### config.mk
export PLATFORM = sky130hd
export DESIGN_NAME = pong_match_fsm
export DESIGN_NICKNAME = d
export VERILOG_FILES = /design/src/rtl/pong_match_fsm.sv
export SDC_FILE = /design/constraint.sdc
export NUM_CORES = 1
export LEC_CHECK = 0
export BUFFER_PORTS_ARGS = -buffer_cell sky130_fd_sc_hd__buf_2
export CAP_MARGIN = 10
export CORE_ASPECT_RATIO = 0.6
export CORE_MARGIN = 4
export CORE_UTILIZATION = 46
export DETAILED_ROUTE_END_ITERATION = 10
export GPL_TIMING_DRIVEN = 1
export PLACE_DENSITY = 0.7
export SYNTH_ARGS = -nofsm -noshare
export SYNTH_HDL_FRONTEND = slang
export SYNTH_SLANG_ARGS = --single-unit
### constraint.sdc
create_clock -name clk -period 4.45 [get_ports clk]
set_input_delay 0.445 -clock clk [delete_from_list [all_inputs] [get_ports clk]]
set_output_delay 0.445 -clock clk [all_outputs]
set_load 0.03 [all_outputs]
### src/rtl/pong_match_fsm.sv
// Match sequencer for pong: serve delay, rally, point pause, game over, scoring and winner.
// Optional PONG_WIN_BY_TWO_EN: win needs a two-point lead (with a saturation guard at all-ones).
module pong_match_fsm #(
  parameter int SCORE_W     = 4,
  parameter int WIN_SCORE   = 11,
  parameter int X_W         = 11,
  parameter int LEFT_LIMIT  = 8,
  parameter int RIGHT_LIMIT = 1016,
  parameter int SERVE_TICKS = 60,
  parameter int POINT_TICKS = 30
) (
  input  logic               clk,
  input  logic               rst,
  input  logic               timing_tick,
  input  logic               start,
  input  logic [X_W-1:0]     x_ball,
  output logic               ball_run,
  output logic               ball_reset,
  output logic               serve_dir,
  output logic [SCORE_W-1:0] player1_score,
  output logic [SCORE_W-1:0] player2_score,
  output logic [1:0]         point_evt,
  output logic [1:0]         winner,
  output logic [2:0]         state
);

  localparam int MAX_TICKS = (SERVE_TICKS > POINT_TICKS) ? SERVE_TICKS : POINT_TICKS;
  localparam int CNT_W     = $clog2(MAX_TICKS + 1);

  typedef enum logic [2:0] {
    S_IDLE      = 3'd0,
    S_SERVE     = 3'd1,
    S_RALLY     = 3'd2,
    S_POINT     = 3'd3,
    S_GAME_OVER = 3'd4
  } st_t;

  st_t                fsm;
  logic [CNT_W-1:0]   cnt;
  logic               start_q;
  logic               armed;
  logic               start_edge;
  logic [SCORE_W-1:0] p1_next;
  logic [SCORE_W-1:0] p2_next;

  assign state   = fsm;
  assign p1_next = player1_score + 1'b1;
  assign p2_next = player2_score + 1'b1;

  function automatic logic wins(input logic [SCORE_W-1:0] mine, input logic [SCORE_W-1:0] opp);
`ifdef PONG_WIN_BY_TWO_EN
    logic [SCORE_W:0] m;
    logic [SCORE_W:0] o2;
    m  = {1'b0, mine};
    o2 = {1'b0, opp} + (SCORE_W+1)'(2);
    return (mine == '1) || ((m >= (SCORE_W+1)'(WIN_SCORE)) && (m >= o2));
`else
    logic unused;
    unused = ^opp;
    return mine == SCORE_W'(WIN_SCORE);
`endif
  endfunction

  // armed stays low for the first edge after reset so a start held through reset never looks like a rising edge
  always_ff @(posedge clk) begin
    if (!rst) begin
      start_q    <= 1'b0;
      armed      <= 1'b0;
      start_edge <= 1'b0;
    end else begin
      start_q    <= start;
      armed      <= 1'b1;
      start_edge <= start & ~start_q & armed;
    end
  end

  always_ff @(posedge clk) begin
    if (!rst) begin
      fsm           <= S_IDLE;
      cnt           <= '0;
      ball_run      <= 1'b0;
      ball_reset    <= 1'b0;
      serve_dir     <= 1'b1;
      player1_score <= '0;
      player2_score <= '0;
      point_evt     <= 2'b00;
      winner        <= 2'b00;
    end else begin
      ball_reset <= 1'b0;
      point_evt  <= 2'b00;
      case (fsm)
        S_IDLE, S_GAME_OVER: begin
          ball_run <= 1'b0;
          if (start_edge) begin
            fsm           <= S_SERVE;
            cnt           <= '0;
            ball_reset    <= 1'b1;
            serve_dir     <= 1'b1;
            player1_score <= '0;
            player2_score <= '0;
            winner        <= 2'b00;
          end
        end
        S_SERVE: begin
          if (timing_tick) begin
            if (cnt == CNT_W'(SERVE_TICKS - 1)) begin
              fsm      <= S_RALLY;
              cnt      <= '0;
              ball_run <= 1'b1;
            end else begin
              cnt <= cnt + 1'b1;
            end
          end
        end
        S_RALLY: begin
          if (timing_tick) begin
            if (x_ball <= X_W'(LEFT_LIMIT)) begin
              fsm           <= S_POINT;
              cnt           <= '0;
              ball_run      <= 1'b0;
              player2_score <= p2_next;
              point_evt     <= 2'b10;
              serve_dir     <= 1'b0;
              if (wins(p2_next, player1_score)) winner <= 2'b10;
            end else if (x_ball >= X_W'(RIGHT_LIMIT)) begin
              fsm           <= S_POINT;
              cnt           <= '0;
              ball_run      <= 1'b0;
              player1_score <= p1_next;
              point_evt     <= 2'b01;
              serve_dir     <= 1'b1;
              if (wins(p1_next, player2_score)) winner <= 2'b01;
            end
          end
        end
        S_POINT: begin
          if (timing_tick) begin
            if (cnt == CNT_W'(POINT_TICKS - 1)) begin
              cnt <= '0;
              if (winner != 2'b00) begin
                fsm <= S_GAME_OVER;
              end else begin
                fsm        <= S_SERVE;
                ball_reset <= 1'b1;
              end
            end else begin
              cnt <= cnt + 1'b1;
            end
          end
        end
        default: begin
          fsm      <= S_IDLE;
          cnt      <= '0;
          ball_run <= 1'b0;
        end
      endcase
    end
  end

endmodule
==> flow_summary.html, run 1 <==
<table>
<tr><th>Metric</th><th>Value</th></tr>
<tr><th colspan="2">STA</th></tr>
<tr><td>RSZ-0062 raised after global routing</td><td>no</td></tr>
<tr><td>Final worst path period share</td><td>0.5270</td></tr>
<tr><td>Final hold violation count</td><td>0</td></tr>
<tr><td>Fmax</td><td>426.4 MHz</td></tr>
<tr><td>Clock tree skew after final layout</td><td>0.007310 ns</td></tr>
<tr><td>Min Hold Slack</td><td>between 0.3 and 0.4 ns</td></tr>
<tr><td>Slew HR</td><td>0.5918</td></tr>
<tr><td>Minimum clock period after layout</td><td>2.345 ns</td></tr>
<tr><td>Final-layout setup total negative slack</td><td>0 ns</td></tr>
<tr><td>Number of setup violations in the final report</td><td>0</td></tr>
<tr><td>Max-slew violation total from the final report</td><td>0</td></tr>
<tr><td>Actual slew at the worst max-slew pin</td><td>a little over 0.6 ns</td></tr>
<tr><th colspan="2">Setup path</th></tr>
<tr><td>CP Data Arrival Time</td><td>2.55 ns</td></tr>
<tr><td>Critical path class</td><td>reg -&gt; reg</td></tr>
<tr><td>Buf+Inv Stages, Crit Path</td><td>0</td></tr>
<tr><td>Critical-path cell list</td><td>nor2b_1 &gt; o41ai_1 &gt; a21oi_1 &gt; or3b_2 &gt; a21oi_1</td></tr>
<tr><td>Critical Path Slowest Stage Cell</td><td>sky130_fd_sc_hd__dfxtp_1</td></tr>
<tr><td>Largest incremental delay on the critical path</td><td>0.60 ns</td></tr>
<tr><td>Maximum fanout along the worst path</td><td>13</td></tr>
<tr><td>Critical Path RT</td><td>around 4.7 ns</td></tr>
<tr><td>Dominant cell type by count on the critical path</td><td>sky130_fd_sc_hd__a21oi_1</td></tr>
<tr><td>Critical path's top delay family</td><td>compound AO/OA/AOI/OAI gates</td></tr>
<tr><td>Kind of launch point of the worst setup path</td><td>flop</td></tr>
<tr><td>Category of the worst setup path capture point</td><td>flop</td></tr>
<tr><th colspan="2">Layout</th></tr>
<tr><td>Number of non-filler instances in the completed layout</td><td>248</td></tr>
<tr><td>Synthesis-to-layout area growth</td><td>15.96%</td></tr>
<tr><td>Final Net Count</td><td>228</td></tr>
<tr><td>Fraction of layout instances using a drive strength above 1</td><td>0.2233</td></tr>
<tr><td>Filler Cell Count</td><td>290</td></tr>
<tr><td>Post-route core utilization</td><td>0.5734</td></tr>
<tr><td>Post-route standard cell area excluding fillers</td><td>0.001700 mm²</td></tr>
<tr><td>Number of antenna repair diodes</td><td>0</td></tr>
<tr><th colspan="2">Routing</th></tr>
<tr><td>Number of DRC markers after the initial detailed-route iteration</td><td>roughly 170</td></tr>
<tr><td>Wire length per cell</td><td>between 10 and 15 µm</td></tr>
<tr><td>Final Routed Wirelength</td><td>~3600 µm</td></tr>
<tr><td>Routed vias/inst</td><td>5.742</td></tr>
<tr><td>Via Count</td><td>1424</td></tr>
<tr><td>Post-detailed-route count of antenna-violating nets</td><td>0</td></tr>
<tr><td>First drt pass iteration count</td><td>4</td></tr>
<tr><td>DRC violations left</td><td>0</td></tr>
<tr><th colspan="2">Yosys</th></tr>
<tr><td>Most instantiated library cell after synthesis</td><td>sky130_fd_sc_hd__dfxtp_1</td></tr>
<tr><td>Leading cell types by total area after synthesis</td><td>sky130_fd_sc_hd__dfxtp_1 37%, sky130_fd_sc_hd__a21oi_1 6.5%, sky130_fd_sc_hd__nand2_1 5.6%, sky130_fd_sc_hd__ha_1 5.1%, sky130_fd_sc_hd__nor2_1 3.3%</td></tr>
<tr><td>Syn Inst Count</td><td>roughly 180</td></tr>
<tr><td>Sequential share of the synthesized area</td><td>0.3686</td></tr>
<tr><td>Post-synth top cells</td><td>27 x sky130_fd_sc_hd__dfxtp_1, 22 x sky130_fd_sc_hd__nand2_1, 19 x sky130_fd_sc_hd__a21oi_1</td></tr>
<tr><td>Library cell occupying the most area in the post-synthesis netlist</td><td>sky130_fd_sc_hd__dfxtp_1</td></tr>
<tr><td>Post-Syn Area per Cell</td><td>8.332 µm²</td></tr>
<tr><td>Primary flip-flop cell chosen by synthesis mapping</td><td>sky130_fd_sc_hd__dfxtp_1</td></tr>
<tr><td>Syn Nets</td><td>197</td></tr>
<tr><td>Synth Cell Area</td><td>0.001466 mm²</td></tr>
<tr><td>Share of flip-flops with an asynchronous set or reset after synthesis</td><td>0</td></tr>
<tr><td>Yosys warning total</td><td>0</td></tr>
<tr><td>Register bit total from synthesis</td><td>27</td></tr>
<tr><td>Area fraction of the dominant cell type after synthesis</td><td>0.3686</td></tr>
<tr><td>EDFF count, synth</td><td>0</td></tr>
<tr><td>Number of distinct library cell variants in the gate-level netlist after synthesis</td><td>51</td></tr>
<tr><th colspan="2">Global routing</th></tr>
<tr><td>Overall overflow remaining after global route</td><td>0</td></tr>
<tr><td>Maximum number of pins on one net before global-route repair</td><td>20</td></tr>
<tr><td>Initial antenna violation count</td><td>0</td></tr>
<tr><td>First-pass GRT wire length</td><td>around 6100 µm</td></tr>
<tr><td>Via count of the first global-routing pass</td><td>1281</td></tr>
<tr><td>Total routing usage reported by global routing</td><td>0.1868</td></tr>
<tr><th colspan="2">Die</th></tr>
<tr><td>Effective utilization at floorplan</td><td>0.4945</td></tr>
<tr><td>Overall die area</td><td>between 0.004 and 0.005 mm²</td></tr>
<tr><td>Core Footprint</td><td>0.002965 mm²</td></tr>
<tr><td>Count of standard-cell rows</td><td>15</td></tr>
<tr><td>Number of ports placed on the die boundary</td><td>33</td></tr>
<tr><td>Die H</td><td>51.74 µm</td></tr>
<tr><td>Die Wd</td><td>80.89 µm</td></tr>
<tr><th colspan="2">Run status</th></tr>
<tr><td>Result of the run</td><td>completed</td></tr>
<tr><th colspan="2">Power and ir drop</th></tr>
<tr><td>Cell area power density</td><td>263.2 mW/mm²</td></tr>
<tr><td>Largest voltage drop on the vdd net</td><td>0.1645 mV</td></tr>
<tr><td>Leakage power figure</td><td>around 0.66 nW</td></tr>
<tr><th colspan="2">Placement</th></tr>
<tr><td>Total half-perimeter wirelength after legalization and detailed placement</td><td>approximately 2700 µm</td></tr>
<tr><td>Total cell area at the placement stage</td><td>around 0.0017 mm²</td></tr>
<tr><td>Weighted congestion reported at the end of routability-driven placement</td><td>0.8144</td></tr>
<tr><td>Cell Count Post-Placement</td><td>244</td></tr>
<tr><td>Port buffer count</td><td>32</td></tr>
<tr><th colspan="2">CTS</th></tr>
<tr><td>CTS buffer count</td><td>3</td></tr>
<tr><td>Number of resized instances in the post-cts repair step</td><td>0</td></tr>
<tr><td>TritonCTS clock tree</td><td>done</td></tr>
<tr><td>Number of setup buffers added after CTS</td><td>0</td></tr>
<tr><td>Clock transition at the registers of the reported paths</td><td>0.09 ns</td></tr>
<tr><td>CTS HTree Levels</td><td>1</td></tr>
<tr><td>Clock Tree Root</td><td>sky130_fd_sc_hd__clkbuf_8</td></tr>
<tr><td>Post-CTS Hold Buffers</td><td>0</td></tr>
<tr><td>Later-pin clock latency in the skew report</td><td>0.28 ns</td></tr>
<tr><td>CTS sink count</td><td>27</td></tr>
<tr><td>Max Buffers Root-to-Sink</td><td>2</td></tr>
<tr><th colspan="2">Job</th></tr>
<tr><td>Max Cap Viol</td><td>0</td></tr>
<tr><th colspan="2">Worst hold path</th></tr>
<tr><td>Hold WC Path Type</td><td>in -&gt; reg</td></tr>
</table>
[power breakdown]
| part | switching (mW) | internal, mW |
|---|---|---|
| Combinational | 0.0329 | 0.0189 |
| Sequential | 0.00538 | 0.245 |
| Clock | 0.0814 | 0.0637 |
[stage by stage]
step                power, mW  worst slack, ns
finish                 0.4476            2.105
global route           0.4711            1.935
CTS                    0.4500            2.157
detailed placement     0.3072            2.178
global placement       0.3060            2.255
floorplan              0.2894            2.482
[logic make-up (layout without fill, tap and decap cells)]
group,count (synthesis),in the layout,share of synthesized area
AOI/OAI and AO/OA,50,50,0.2321
xor gates and xnor gates,4,4,0.02390
adders and majority gates,6,6,0.05119
buffers and inverters,13,43,0.03669
DFF,27,27,0.3686
and+or+nand+nor,76,76,0.2876
[flip-flops by register name, summed over array words and instances (netlist names)]
register and count:
winner 2, player1_score 4, point_evt 2, ball_reset 1, ball_run 1, armed 1
serve_dir 1, start_q 1, start_edge 1, cnt 6, state 3, player2_score 4
[path summary, 6_finish.rpt]
check / slack [ns] / start / depth (start not counted) / end
setup / recovery: 2.10 / state[0]$_SDFFE_PN0P_ / 5 / cnt[1]$_SDFFE_PN0P_
setup reg to reg: 2.10 / state[0]$_SDFFE_PN0P_ / 5 / cnt[1]$_SDFFE_PN0P_
hold reg to reg: 0.47 / armed$_DFF_P_ / 1 / start_edge$_SDFF_PN0_
hold / removal: 0.39 / start / 2 / start_q$_SDFF_PN0_
[layer usage]
layer,GRT usage,vias up,wire length [µm]
met2,0.2602,67,1325
met3,0.05882,4,362
li1,-,705,-
met1,0.2740,648,1837
met4,0.04775,0,25
met5,0,-,0
[area by class of cell]
type	instances	area, µm²	share of cell area
Multi-Input combinational cell	136	872.1	0.5129
Sequential cell	27	540.5	0.3179
Timing Repair Buffer	32	160.2	0.09419
Tap cell	42	52.55	0.03091
Clock buffer	3	41.29	0.02428
Inverter	7	26.28	0.01545
Clock inverter	1	7.507	0.004415
[cells in the final DEF, fill, tap and decap left out, drive strengths merged, types with 2 or more instances in the layout]
cell,Yosys,final
or4,3,3
o31ai,3,3
clkbuf,4,3
buf,2,32
dfxtp,27,27
or3b,3,3
or2,2,2
xnor2,2,2
or3,2,2
a31oi,3,3
o32ai,3,3
nand2b,4,4
nand3,7,7
nand2,22,22
o22ai,4,4
and2,2,2
nand4,2,2
nor3,4,4
nor2,13,13
and3,2,2
o21ai,5,5
xor2,2,2
a21oi,19,19
ha,6,6
or4b,2,2
nor4,2,2
inv,7,7
o21bai,2,2
Power figures use the tool's default switching activity.
==> run 2, diff against run 1 <==
--- a/config.mk
+++ b/config.mk
@@ -5,6 +5,7 @@
 export SDC_FILE = /design/constraint.sdc
 export NUM_CORES = 1
 export LEC_CHECK = 0
+export ABC_AREA = 1
 export BUFFER_PORTS_ARGS = -buffer_cell sky130_fd_sc_hd__buf_2
 export CAP_MARGIN = 10
 export CORE_ASPECT_RATIO = 0.6
@@ -12,7 +13,7 @@
 export CORE_UTILIZATION = 46
 export DETAILED_ROUTE_END_ITERATION = 10
 export GPL_TIMING_DRIVEN = 1
-export PLACE_DENSITY = 0.7
+export PLACE_DENSITY = 0.68
 export SYNTH_ARGS = -nofsm -noshare
 export SYNTH_HDL_FRONTEND = slang
 export SYNTH_SLANG_ARGS = --single-unit
==> constraint.sdc (replaced) <==
create_clock -name clk -period 2.3 [get_ports clk]
set_input_delay 0.23 -clock clk [delete_from_list [all_inputs] [get_ports clk]]
set_output_delay 0.23 -clock clk [all_outputs]
set_load 0.03 [all_outputs]
==> flow_summary.html, run 2 <==
<table>
<tr><th>Metric</th><th>Value</th></tr>
<tr><th colspan="2">Layout</th></tr>
<tr><td>Post-route core utilization</td><td>0.5736</td></tr>
<tr><td>Number of antenna repair diodes</td><td>0</td></tr>
<tr><td>Commonest non-fill, non-tap cell in the layout</td><td>sky130_fd_sc_hd__nand2_1</td></tr>
<tr><td>Fraction of layout instances using a drive strength above 1</td><td>0.1926</td></tr>
<tr><td>Most frequent cells in the layout</td><td>73 x sky130_fd_sc_hd__nand2_1, 39 x sky130_fd_sc_hd__inv_1, 32 x sky130_fd_sc_hd__nor2_1, 32 x sky130_fd_sc_hd__buf_2, 27 x sky130_fd_sc_hd__dfxtp_1</td></tr>
<tr><td>Regs by FF count</td><td>cnt (6), player1_score (4), player2_score (4)</td></tr>
<tr><td>Number of non-filler instances in the completed layout</td><td>341</td></tr>
<tr><td>Total area of multi-input combinational cells</td><td>968.4 µm²</td></tr>
<tr><td>Biggest register</td><td>cnt</td></tr>
<tr><td>Filler Cell Count</td><td>338</td></tr>
<tr><td>Synthesis-to-layout area growth</td><td>15.14%</td></tr>
<tr><td>Flip-flop count of the largest register, all copies and words added</td><td>6</td></tr>
<tr><td>Sequential cell area in the final layout</td><td>between 500 and 600 µm²</td></tr>
<tr><td>Final Net Count</td><td>318</td></tr>
<tr><th colspan="2">Setup path</th></tr>
<tr><td>Critical path's top delay family</td><td>simple AND/OR/NAND/NOR gates</td></tr>
<tr><td>Kind of launch point of the worst setup path</td><td>flop</td></tr>
<tr><td>Number of cells traversed by the worst register-to-register path</td><td>7</td></tr>
<tr><td>Category of the worst setup path capture point</td><td>flop</td></tr>
<tr><td>Critical Path Slowest Stage Cell</td><td>sky130_fd_sc_hd__dfxtp_1</td></tr>
<tr><td>Dominant cell type by count on the critical path</td><td>sky130_fd_sc_hd__nand2_1</td></tr>
<tr><td>Critical Path RT</td><td>2.53 ns</td></tr>
<tr><td>Largest incremental delay on the critical path</td><td>0.48 ns</td></tr>
<tr><td>Critical-path cell list</td><td>ha_1 &gt; nand4_4 &gt; a21oi_2 &gt; nand2_1 &gt; nor2_1 &gt; nand3_1 &gt; nand2_1</td></tr>
<tr><td>Buf+Inv Stages, Crit Path</td><td>0</td></tr>
<tr><td>Number of logic stages on the critical path including buffering</td><td>7</td></tr>
<tr><td>Critical path class</td><td>reg -&gt; reg</td></tr>
<tr><td>Maximum fanout along the worst path</td><td>8</td></tr>
<tr><td>CP Data Arrival Time</td><td>between 1.5 and 2 ns</td></tr>
<tr><th colspan="2">Power and ir drop</th></tr>
<tr><td>Cell area power density</td><td>732.6 mW/mm²</td></tr>
<tr><td>Power, Total</td><td>1.422 mW</td></tr>
<tr><td>Leakage power figure</td><td>0.9413 nW</td></tr>
<tr><td>Largest voltage drop on the vdd net</td><td>0.5255 mV</td></tr>
<tr><th colspan="2">Yosys</th></tr>
<tr><td>Yosys warning total</td><td>0</td></tr>
<tr><td>Register bit total from synthesis</td><td>27</td></tr>
<tr><td>EDFF count, synth</td><td>0</td></tr>
<tr><td>Area fraction of the dominant cell type after synthesis</td><td>0.3207</td></tr>
<tr><td>Syn Inst Count</td><td>262</td></tr>
<tr><td>Synth Cell Area</td><td>between 0.0015 and 0.002 mm²</td></tr>
<tr><td>Leading cell types by total area after synthesis</td><td>sky130_fd_sc_hd__dfxtp_1 32%, sky130_fd_sc_hd__nand2_1 16%, sky130_fd_sc_hd__inv_1 8.7%, sky130_fd_sc_hd__nor2_1 7.1%, sky130_fd_sc_hd__nand3_1 5.9%</td></tr>
<tr><td>Syn Nets</td><td>283</td></tr>
<tr><td>Sequential share of the synthesized area</td><td>0.3207</td></tr>
<tr><td>Post-synth top cells</td><td>73 x sky130_fd_sc_hd__nand2_1, 39 x sky130_fd_sc_hd__inv_1, 32 x sky130_fd_sc_hd__nor2_1</td></tr>
<tr><td>Share of flip-flops with an asynchronous set or reset after synthesis</td><td>0</td></tr>
<tr><td>Most instantiated library cell after synthesis</td><td>sky130_fd_sc_hd__nand2_1</td></tr>
<tr><td>Primary flip-flop cell chosen by synthesis mapping</td><td>sky130_fd_sc_hd__dfxtp_1</td></tr>
<tr><td>Number of distinct library cell variants in the gate-level netlist after synthesis</td><td>30</td></tr>
<tr><td>Post-Syn Area per Cell</td><td>6.433 µm²</td></tr>
<tr><td>Library cell occupying the most area in the post-synthesis netlist</td><td>sky130_fd_sc_hd__dfxtp_1</td></tr>
<tr><th colspan="2">Die</th></tr>
<tr><td>Number of ports placed on the die boundary</td><td>33</td></tr>
<tr><td>Overall die area</td><td>around 0.0047 mm²</td></tr>
<tr><td>Die Wd</td><td>86.15 µm</td></tr>
<tr><td>Die H</td><td>between 50 and 60 µm</td></tr>
<tr><td>Core Footprint</td><td>between 0.003 and 0.004 mm²</td></tr>
<tr><td>Count of standard-cell rows</td><td>16</td></tr>
<tr><td>Effective utilization at floorplan</td><td>0.4982</td></tr>
<tr><th colspan="2">CTS</th></tr>
<tr><td>CTS sink count</td><td>27</td></tr>
<tr><td>Later-pin clock latency in the skew report</td><td>0.28 ns</td></tr>
<tr><td>Max Buffers Root-to-Sink</td><td>2</td></tr>
<tr><td>Post-CTS Hold Buffers</td><td>0</td></tr>
<tr><td>Number of resized instances in the post-cts repair step</td><td>0</td></tr>
<tr><td>CTS buffer count</td><td>3</td></tr>
<tr><td>Clock Tree Root</td><td>sky130_fd_sc_hd__clkbuf_8</td></tr>
<tr><td>Number of setup buffers added after CTS</td><td>0</td></tr>
<tr><td>TritonCTS clock tree</td><td>done</td></tr>
<tr><td>Clock transition at the registers of the reported paths</td><td>around 0.090 ns</td></tr>
<tr><td>CTS HTree Levels</td><td>1</td></tr>
<tr><th colspan="2">Global routing</th></tr>
<tr><td>Maximum number of pins on one net before global-route repair</td><td>16</td></tr>
<tr><td>First-pass GRT wire length</td><td>around 6800 µm</td></tr>
<tr><td>Initial antenna violation count</td><td>0</td></tr>
<tr><td>Total routing usage reported by global routing</td><td>0.1853</td></tr>
<tr><td>Via count of the first global-routing pass</td><td>approximately 1500</td></tr>
<tr><td>Overall overflow remaining after global route</td><td>0</td></tr>
<tr><th colspan="2">STA</th></tr>
<tr><td>Number of setup violations in the final report</td><td>0</td></tr>
<tr><td>Minimum clock period after layout</td><td>between 1.5 and 2 ns</td></tr>
<tr><td>Clock tree skew after final layout</td><td>0.002315 ns</td></tr>
<tr><td>Max-slew violation total from the final report</td><td>0</td></tr>
<tr><td>Slew HR</td><td>0.7198</td></tr>
<tr><td>Final hold violation count</td><td>0</td></tr>
<tr><td>RSZ-0062 raised after global routing</td><td>no</td></tr>
<tr><td>Min Hold Slack</td><td>0.1464 ns</td></tr>
<tr><td>Final worst path period share</td><td>0.7419</td></tr>
<tr><td>Actual slew at the worst max-slew pin</td><td>slightly above 0.4 ns</td></tr>
<tr><td>Fmax</td><td>between 500 and 600 MHz</td></tr>
<tr><td>Final-layout setup total negative slack</td><td>0 ns</td></tr>
<tr><th colspan="2">Routing</th></tr>
<tr><td>Routed vias/inst</td><td>4.883</td></tr>
<tr><td>DRC violations left</td><td>0</td></tr>
<tr><td>Via Count</td><td>1665</td></tr>
<tr><td>Wire length per cell</td><td>11.66 µm</td></tr>
<tr><td>Number of DRC markers after the initial detailed-route iteration</td><td>110</td></tr>
<tr><td>Post-detailed-route count of antenna-violating nets</td><td>0</td></tr>
<tr><td>First drt pass iteration count</td><td>4</td></tr>
<tr><td>Final Routed Wirelength</td><td>3975 µm</td></tr>
<tr><th colspan="2">Placement</th></tr>
<tr><td>Weighted congestion reported at the end of routability-driven placement</td><td>0.8983</td></tr>
<tr><td>Cell Count Post-Placement</td><td>approximately 340</td></tr>
<tr><td>Total half-perimeter wirelength after legalization and detailed placement</td><td>about 3100 µm</td></tr>
<tr><td>Port buffer count</td><td>32</td></tr>
<tr><th colspan="2">Worst hold path</th></tr>
<tr><td>Hold Path Depth</td><td>3</td></tr>
<tr><td>Hold WC Path Type</td><td>in -&gt; reg</td></tr>
<tr><th colspan="2">Job</th></tr>
<tr><td>Max Cap Viol</td><td>0</td></tr>
<tr><th colspan="2">Run status</th></tr>
<tr><td>Result of the run</td><td>completed</td></tr>
</table>
-- run 2: changes by cell type in the layout (fill, tap and decap cells not counted), moves of 3 or more --
| cell | delta |
|---|---|
| sky130_fd_sc_hd__nand2_1 | +51 |
| sky130_fd_sc_hd__nand2_2 | +6 |
| sky130_fd_sc_hd__o22ai_1 | -4 |
| sky130_fd_sc_hd__or3b_2 | -3 |
| sky130_fd_sc_hd__inv_1 | +32 |
| sky130_fd_sc_hd__nand4_1 | +7 |
| sky130_fd_sc_hd__nor3_1 | -3 |
| sky130_fd_sc_hd__nand2b_1 | -4 |
| sky130_fd_sc_hd__o21ai_0 | +4 |
| sky130_fd_sc_hd__or4_1 | -3 |
| sky130_fd_sc_hd__a21oi_1 | -6 |
| sky130_fd_sc_hd__o32ai_1 | -3 |
| sky130_fd_sc_hd__nand3_1 | +13 |
| sky130_fd_sc_hd__nor2_1 | +19 |
-- run 2: worst paths after layout --
kind	to	start	slack (ns)
min reg2reg	start_edge$_SDFF_PN0_	start_q$_SDFF_PN0_	0.39
max	state[0]$_SDFFE_PN0P_	cnt[0]$_SDFFE_PN0P_	0.59
min	start_q$_SDFF_PN0_	start	0.15
max reg2reg	state[0]$_SDFFE_PN0P_	cnt[0]$_SDFFE_PN0P_	0.59
-- run 2: per-layer routing --
metal | GRT usage | up-vias | wire [µm]
li1 | - | 897 | -
met1 | 0.2826 | 716 | 2177
met2 | 0.2506 | 50 | 1446
met3 | 0.04812 | 2 | 334
met4 | 0.04737 | 0 | 17
met5 | 0 | - | 0
-- run 2: through the flow --
step	setup slack (ns)	instance area [µm²]
2_1_floorplan	0.8052	1685
3_3_place_gp	0.7279	1894
3_5_place_dp	0.6579	1894
4_1_cts	0.6068	1941
5_1_grt	0.4262	1941
6_report	0.5936	1941
-- run 2: layout make-up --
type | instances | share of cell area
clock inverters | 1 | 0.002579
inverters | 43 | 0.08317
well taps | 45 | 0.02901
multi-input cells | 189 | 0.4990
flip-flops and latches | 27 | 0.2785
clock buffers | 3 | 0.02128
repair buffers | 33 | 0.08640
-- run 2: logic make-up after synthesis --
logic type | Yosys count | synth area share
AND/OR/NAND/NOR | 152 | 0.4224
buffers and inverters | 46 | 0.1047
AO/OA/AOI/OAI | 30 | 0.1024
flip-flops | 27 | 0.3207
adder cells (fa/ha/maj) | 6 | 0.04454
XOR/XNOR | 1 | 0.005198
-- run 2: power breakdown --
| group | internal (mW) | leakage, nW | switching [mW] |
|---|---|---|---|
| clock | 0.122 | 0.0255 | 0.154 |
| sequential | 0.511 | 0.219 | 0.0502 |
| combinational | 0.182 | 0.697 | 0.403 |
-- run 2: worst reg2reg max path, cell delays in order, from the launching register on --
cell and delay, ns:
sky130_fd_sc_hd__dfxtp_1 0.48, sky130_fd_sc_hd__ha_1 0.33, sky130_fd_sc_hd__nand4_4 0.18, sky130_fd_sc_hd__a21oi_2 0.31, sky130_fd_sc_hd__nand2_1 0.09, sky130_fd_sc_hd__nor2_1 0.13, sky130_fd_sc_hd__nand3_1 0.09, sky130_fd_sc_hd__nand2_1 0.06
==> run 3, diff against run 2 <==
==> constraint.sdc (replaced) <==
create_clock -name clk -period 1.68 [get_ports clk]
set_input_delay 0.168 -clock clk [delete_from_list [all_inputs] [get_ports clk]]
set_output_delay 0.168 -clock clk [all_outputs]
set_load 0.03 [all_outputs]
==> flow_summary.html, run 3 (synthesis gave the netlist of run 2 again) <==
<table>
<tr><th>Metric</th><th>Value</th></tr>
<tr><th colspan="2">Run status</th></tr>
<tr><td>Result of the run</td><td>completed</td></tr>
<tr><th colspan="2">Setup path</th></tr>
<tr><td>Buf+Inv Stages, Crit Path</td><td>0</td></tr>
<tr><td>Dominant cell type by count on the critical path</td><td>sky130_fd_sc_hd__nand2_1</td></tr>
<tr><td>Critical Path RT</td><td>1.90 ns</td></tr>
<tr><td>Category of the worst setup path capture point</td><td>flop</td></tr>
<tr><td>Critical Path Slowest Stage Cell</td><td>sky130_fd_sc_hd__dfxtp_1</td></tr>
<tr><td>Reg-to-reg setup timing slack</td><td>0.13 ns</td></tr>
<tr><td>Critical path class</td><td>reg -&gt; reg</td></tr>
<tr><td>Kind of launch point of the worst setup path</td><td>flop</td></tr>
<tr><td>Critical path's top delay family</td><td>compound AO/OA/AOI/OAI gates</td></tr>
<tr><td>CP Data Arrival Time</td><td>1.76 ns</td></tr>
<tr><td>Largest incremental delay on the critical path</td><td>0.41 ns</td></tr>
<tr><td>Critical-path cell list</td><td>ha_2 &gt; nand2_1 &gt; o21bai_1 &gt; nand3_1 &gt; o21ai_0 &gt; nand2_1 &gt; a21oi_1</td></tr>
<tr><td>Maximum fanout along the worst path</td><td>4</td></tr>
<tr><th colspan="2">STA</th></tr>
<tr><td>Setup ws final</td><td>0.1328 ns</td></tr>
<tr><td>Min Hold Slack</td><td>0.08268 ns</td></tr>
<tr><td>Clock tree skew after final layout</td><td>0.008319 ns</td></tr>
<tr><td>Final-layout setup total negative slack</td><td>0 ns</td></tr>
<tr><td>Final worst path period share</td><td>0.9209</td></tr>
<tr><td>Minimum clock period after layout</td><td>1.547 ns</td></tr>
<tr><td>Slew HR</td><td>0.6796</td></tr>
<tr><td>Fmax</td><td>646.3 MHz</td></tr>
<tr><td>Actual slew at the worst max-slew pin</td><td>0.4755 ns</td></tr>
<tr><td>RSZ-0062 raised after global routing</td><td>no</td></tr>
<tr><td>Final hold violation count</td><td>0</td></tr>
<tr><td>Number of setup violations in the final report</td><td>0</td></tr>
<tr><td>Max-slew violation total from the final report</td><td>0</td></tr>
<tr><th colspan="2">Power and ir drop</th></tr>
<tr><td>Cell internal power dissipation</td><td>~1.1 mW</td></tr>
<tr><td>Largest voltage drop on the vdd net</td><td>0.5859 mV</td></tr>
<tr><td>Cell area power density</td><td>~1000 mW/mm²</td></tr>
<tr><td>Switching part of the total power</td><td>0.4235</td></tr>
<tr><td>Leakage power figure</td><td>0.9622 nW</td></tr>
<tr><td>Net Switching</td><td>about 0.83 mW</td></tr>
<tr><td>Portion of total power attributed to the clock network</td><td>0.195</td></tr>
<tr><td>Portion of total power attributed to sequential cells</td><td>0.390</td></tr>
<tr><td>Power share of the combinational group</td><td>0.414</td></tr>
<tr><th colspan="2">Global routing</th></tr>
<tr><td>Maximum number of pins on one net before global-route repair</td><td>18</td></tr>
<tr><td>Total routing usage reported by global routing</td><td>0.1740</td></tr>
<tr><td>Via count of the first global-routing pass</td><td>1346</td></tr>
<tr><td>Overall overflow remaining after global route</td><td>0</td></tr>
<tr><td>First-pass GRT wire length</td><td>6348 µm</td></tr>
<tr><td>Initial antenna violation count</td><td>0</td></tr>
<tr><th colspan="2">CTS</th></tr>
<tr><td>Clock Tree Root</td><td>sky130_fd_sc_hd__clkbuf_8</td></tr>
<tr><td>TritonCTS clock tree</td><td>done</td></tr>
<tr><td>Clock transition at the registers of the reported paths</td><td>0.10 ns</td></tr>
<tr><td>CTS buffer count</td><td>3</td></tr>
<tr><td>Max Buffers Root-to-Sink</td><td>2</td></tr>
<tr><td>Number of setup buffers added after CTS</td><td>0</td></tr>
<tr><td>Post-CTS Hold Buffers</td><td>0</td></tr>
<tr><td>Later-pin clock latency in the skew report</td><td>0.28 ns</td></tr>
<tr><td>CTS HTree Levels</td><td>1</td></tr>
<tr><td>Number of resized instances in the post-cts repair step</td><td>0</td></tr>
<tr><td>CTS sink count</td><td>27</td></tr>
<tr><th colspan="2">Placement</th></tr>
<tr><td>Total cell area at the placement stage</td><td>0.001924 mm²</td></tr>
<tr><td>Pre-CTS worst setup slack</td><td>0.1487 ns</td></tr>
<tr><td>Weighted congestion reported at the end of routability-driven placement</td><td>0.8215</td></tr>
<tr><td>Port buffer count</td><td>32</td></tr>
<tr><td>Total half-perimeter wirelength after legalization and detailed placement</td><td>3190 µm</td></tr>
<tr><th colspan="2">Layout</th></tr>
<tr><td>Fraction of layout instances using a drive strength above 1</td><td>0.2067</td></tr>
<tr><td>Regs by FF count</td><td>cnt (6), player1_score (4), player2_score (4)</td></tr>
<tr><td>Commonest non-fill, non-tap cell in the layout</td><td>sky130_fd_sc_hd__nand2_1</td></tr>
<tr><td>Final Net Count</td><td>322</td></tr>
<tr><td>Synthesis-to-layout area growth</td><td>17.74%</td></tr>
<tr><td>Most frequent cells in the layout</td><td>73 x sky130_fd_sc_hd__nand2_1, 39 x sky130_fd_sc_hd__inv_1, 32 x sky130_fd_sc_hd__nor2_1, 32 x sky130_fd_sc_hd__buf_2, 27 x sky130_fd_sc_hd__dfxtp_1</td></tr>
<tr><td>Flip-flop count of the largest register, all copies and words added</td><td>6</td></tr>
<tr><td>Number of antenna repair diodes</td><td>0</td></tr>
<tr><td>Post-route standard cell area excluding fillers</td><td>between 0.0015 and 0.002 mm²</td></tr>
<tr><td>Biggest register</td><td>cnt</td></tr>
<tr><th colspan="2">Routing</th></tr>
<tr><td>Post-detailed-route count of antenna-violating nets</td><td>0</td></tr>
<tr><td>Number of DRC markers after the initial detailed-route iteration</td><td>between 150 and 200</td></tr>
<tr><td>Via Count</td><td>between 1500 and 2000</td></tr>
<tr><td>DRC violations left</td><td>0</td></tr>
<tr><td>First drt pass iteration count</td><td>4</td></tr>
<tr><td>Routed vias/inst</td><td>4.910</td></tr>
<tr><td>Final Routed Wirelength</td><td>3991 µm</td></tr>
<tr><td>Wire length per cell</td><td>11.57 µm</td></tr>
<tr><th colspan="2">Die</th></tr>
<tr><td>Effective utilization at floorplan</td><td>0.4982</td></tr>
<tr><td>Overall die area</td><td>0.004728 mm²</td></tr>
<tr><td>Number of ports placed on the die boundary</td><td>33</td></tr>
<tr><td>Die H</td><td>54.89 µm</td></tr>
<tr><td>Count of standard-cell rows</td><td>16</td></tr>
<tr><td>Die Wd</td><td>86.15 µm</td></tr>
<tr><td>Core Footprint</td><td>0.003383 mm²</td></tr>
<tr><th colspan="2">Job</th></tr>
<tr><td>Max Cap Viol</td><td>0</td></tr>
<tr><th colspan="2">Worst hold path</th></tr>
<tr><td>Hold WC Path Type</td><td>in -&gt; reg</td></tr>
</table>
==> run 3: cell count changes in the layout (fill, tap and decap cells not counted), sizes merged <==
cell	change
buf	+4
clkinv	-1
inv	+1
==> run 3: power by group through the flow <==
stage | registers (mW) | logic (mW) | clock network, mW
after floorplan | 0.874 | 0.502 | 0
after global placement | 0.774 | 0.803 | 0
after detailed placement | 0.782 | 0.797 | 0
after CTS | 0.767 | 0.803 | 0.396
after global routing | 0.779 | 0.923 | 0.426
final | 0.768 | 0.815 | 0.384
==> run 3: worst reg2reg max path, cell delays in order (launching register included) <==
cell                       delay (ns)
sky130_fd_sc_hd__dfxtp_1         0.41
sky130_fd_sc_hd__ha_2            0.27
sky130_fd_sc_hd__nand2_1         0.07
sky130_fd_sc_hd__o21bai_1        0.17
sky130_fd_sc_hd__nand3_1         0.09
sky130_fd_sc_hd__o21ai_0         0.26
sky130_fd_sc_hd__nand2_1         0.09
sky130_fd_sc_hd__a21oi_1         0.14
==> run 3: final timing paths <==
check / startpoint / to / cells past startpoint
setup reg to reg: cnt[1]$_SDFFE_PN0P_ / cnt[4]$_SDFFE_PN0P_ / 7
setup / recovery: cnt[1]$_SDFFE_PN0P_ / cnt[4]$_SDFFE_PN0P_ / 7
hold reg to reg: start_q$_SDFF_PN0_ / start_edge$_SDFF_PN0_ / 1
hold / removal: start / start_q$_SDFF_PN0_ / 3
==> run 3: cell type report <==
type	instances	area, µm²
well taps	45	56.30
flip-flops and latches	27	540.5
repair buffers	37	197.7
fillers	350	1399
multi-input cells	189	978.4
inverters	43	161.4
clock inverters	1	8.758
clock buffers	3	41.29
==> run 3: routing by layer <==
metal / track usage / share of wire / wire [µm] / vias up
li1: - / - / - / 909
met1: 0.2810 / 0.56 / 2231 / 735
met2: 0.2276 / 0.36 / 1434 / 48
met3: 0.04511 / 0.078 / 313 / 2
met4: 0.01579 / 0.0025 / 10 / 0
met5: 0 / 0 / 0 / -
==> run 3: through the flow <==
step / utilization / power [mW] / std cells
after global placement: 0.5688 / 1.578 / 341
after CTS: 0.5836 / 1.967 / 345
after detailed placement: 0.5688 / 1.579 / 341
after global routing: 0.5865 / 2.128 / 345
after floorplan: - / 1.376 / 262
final: 0.5865 / 1.968 / 345
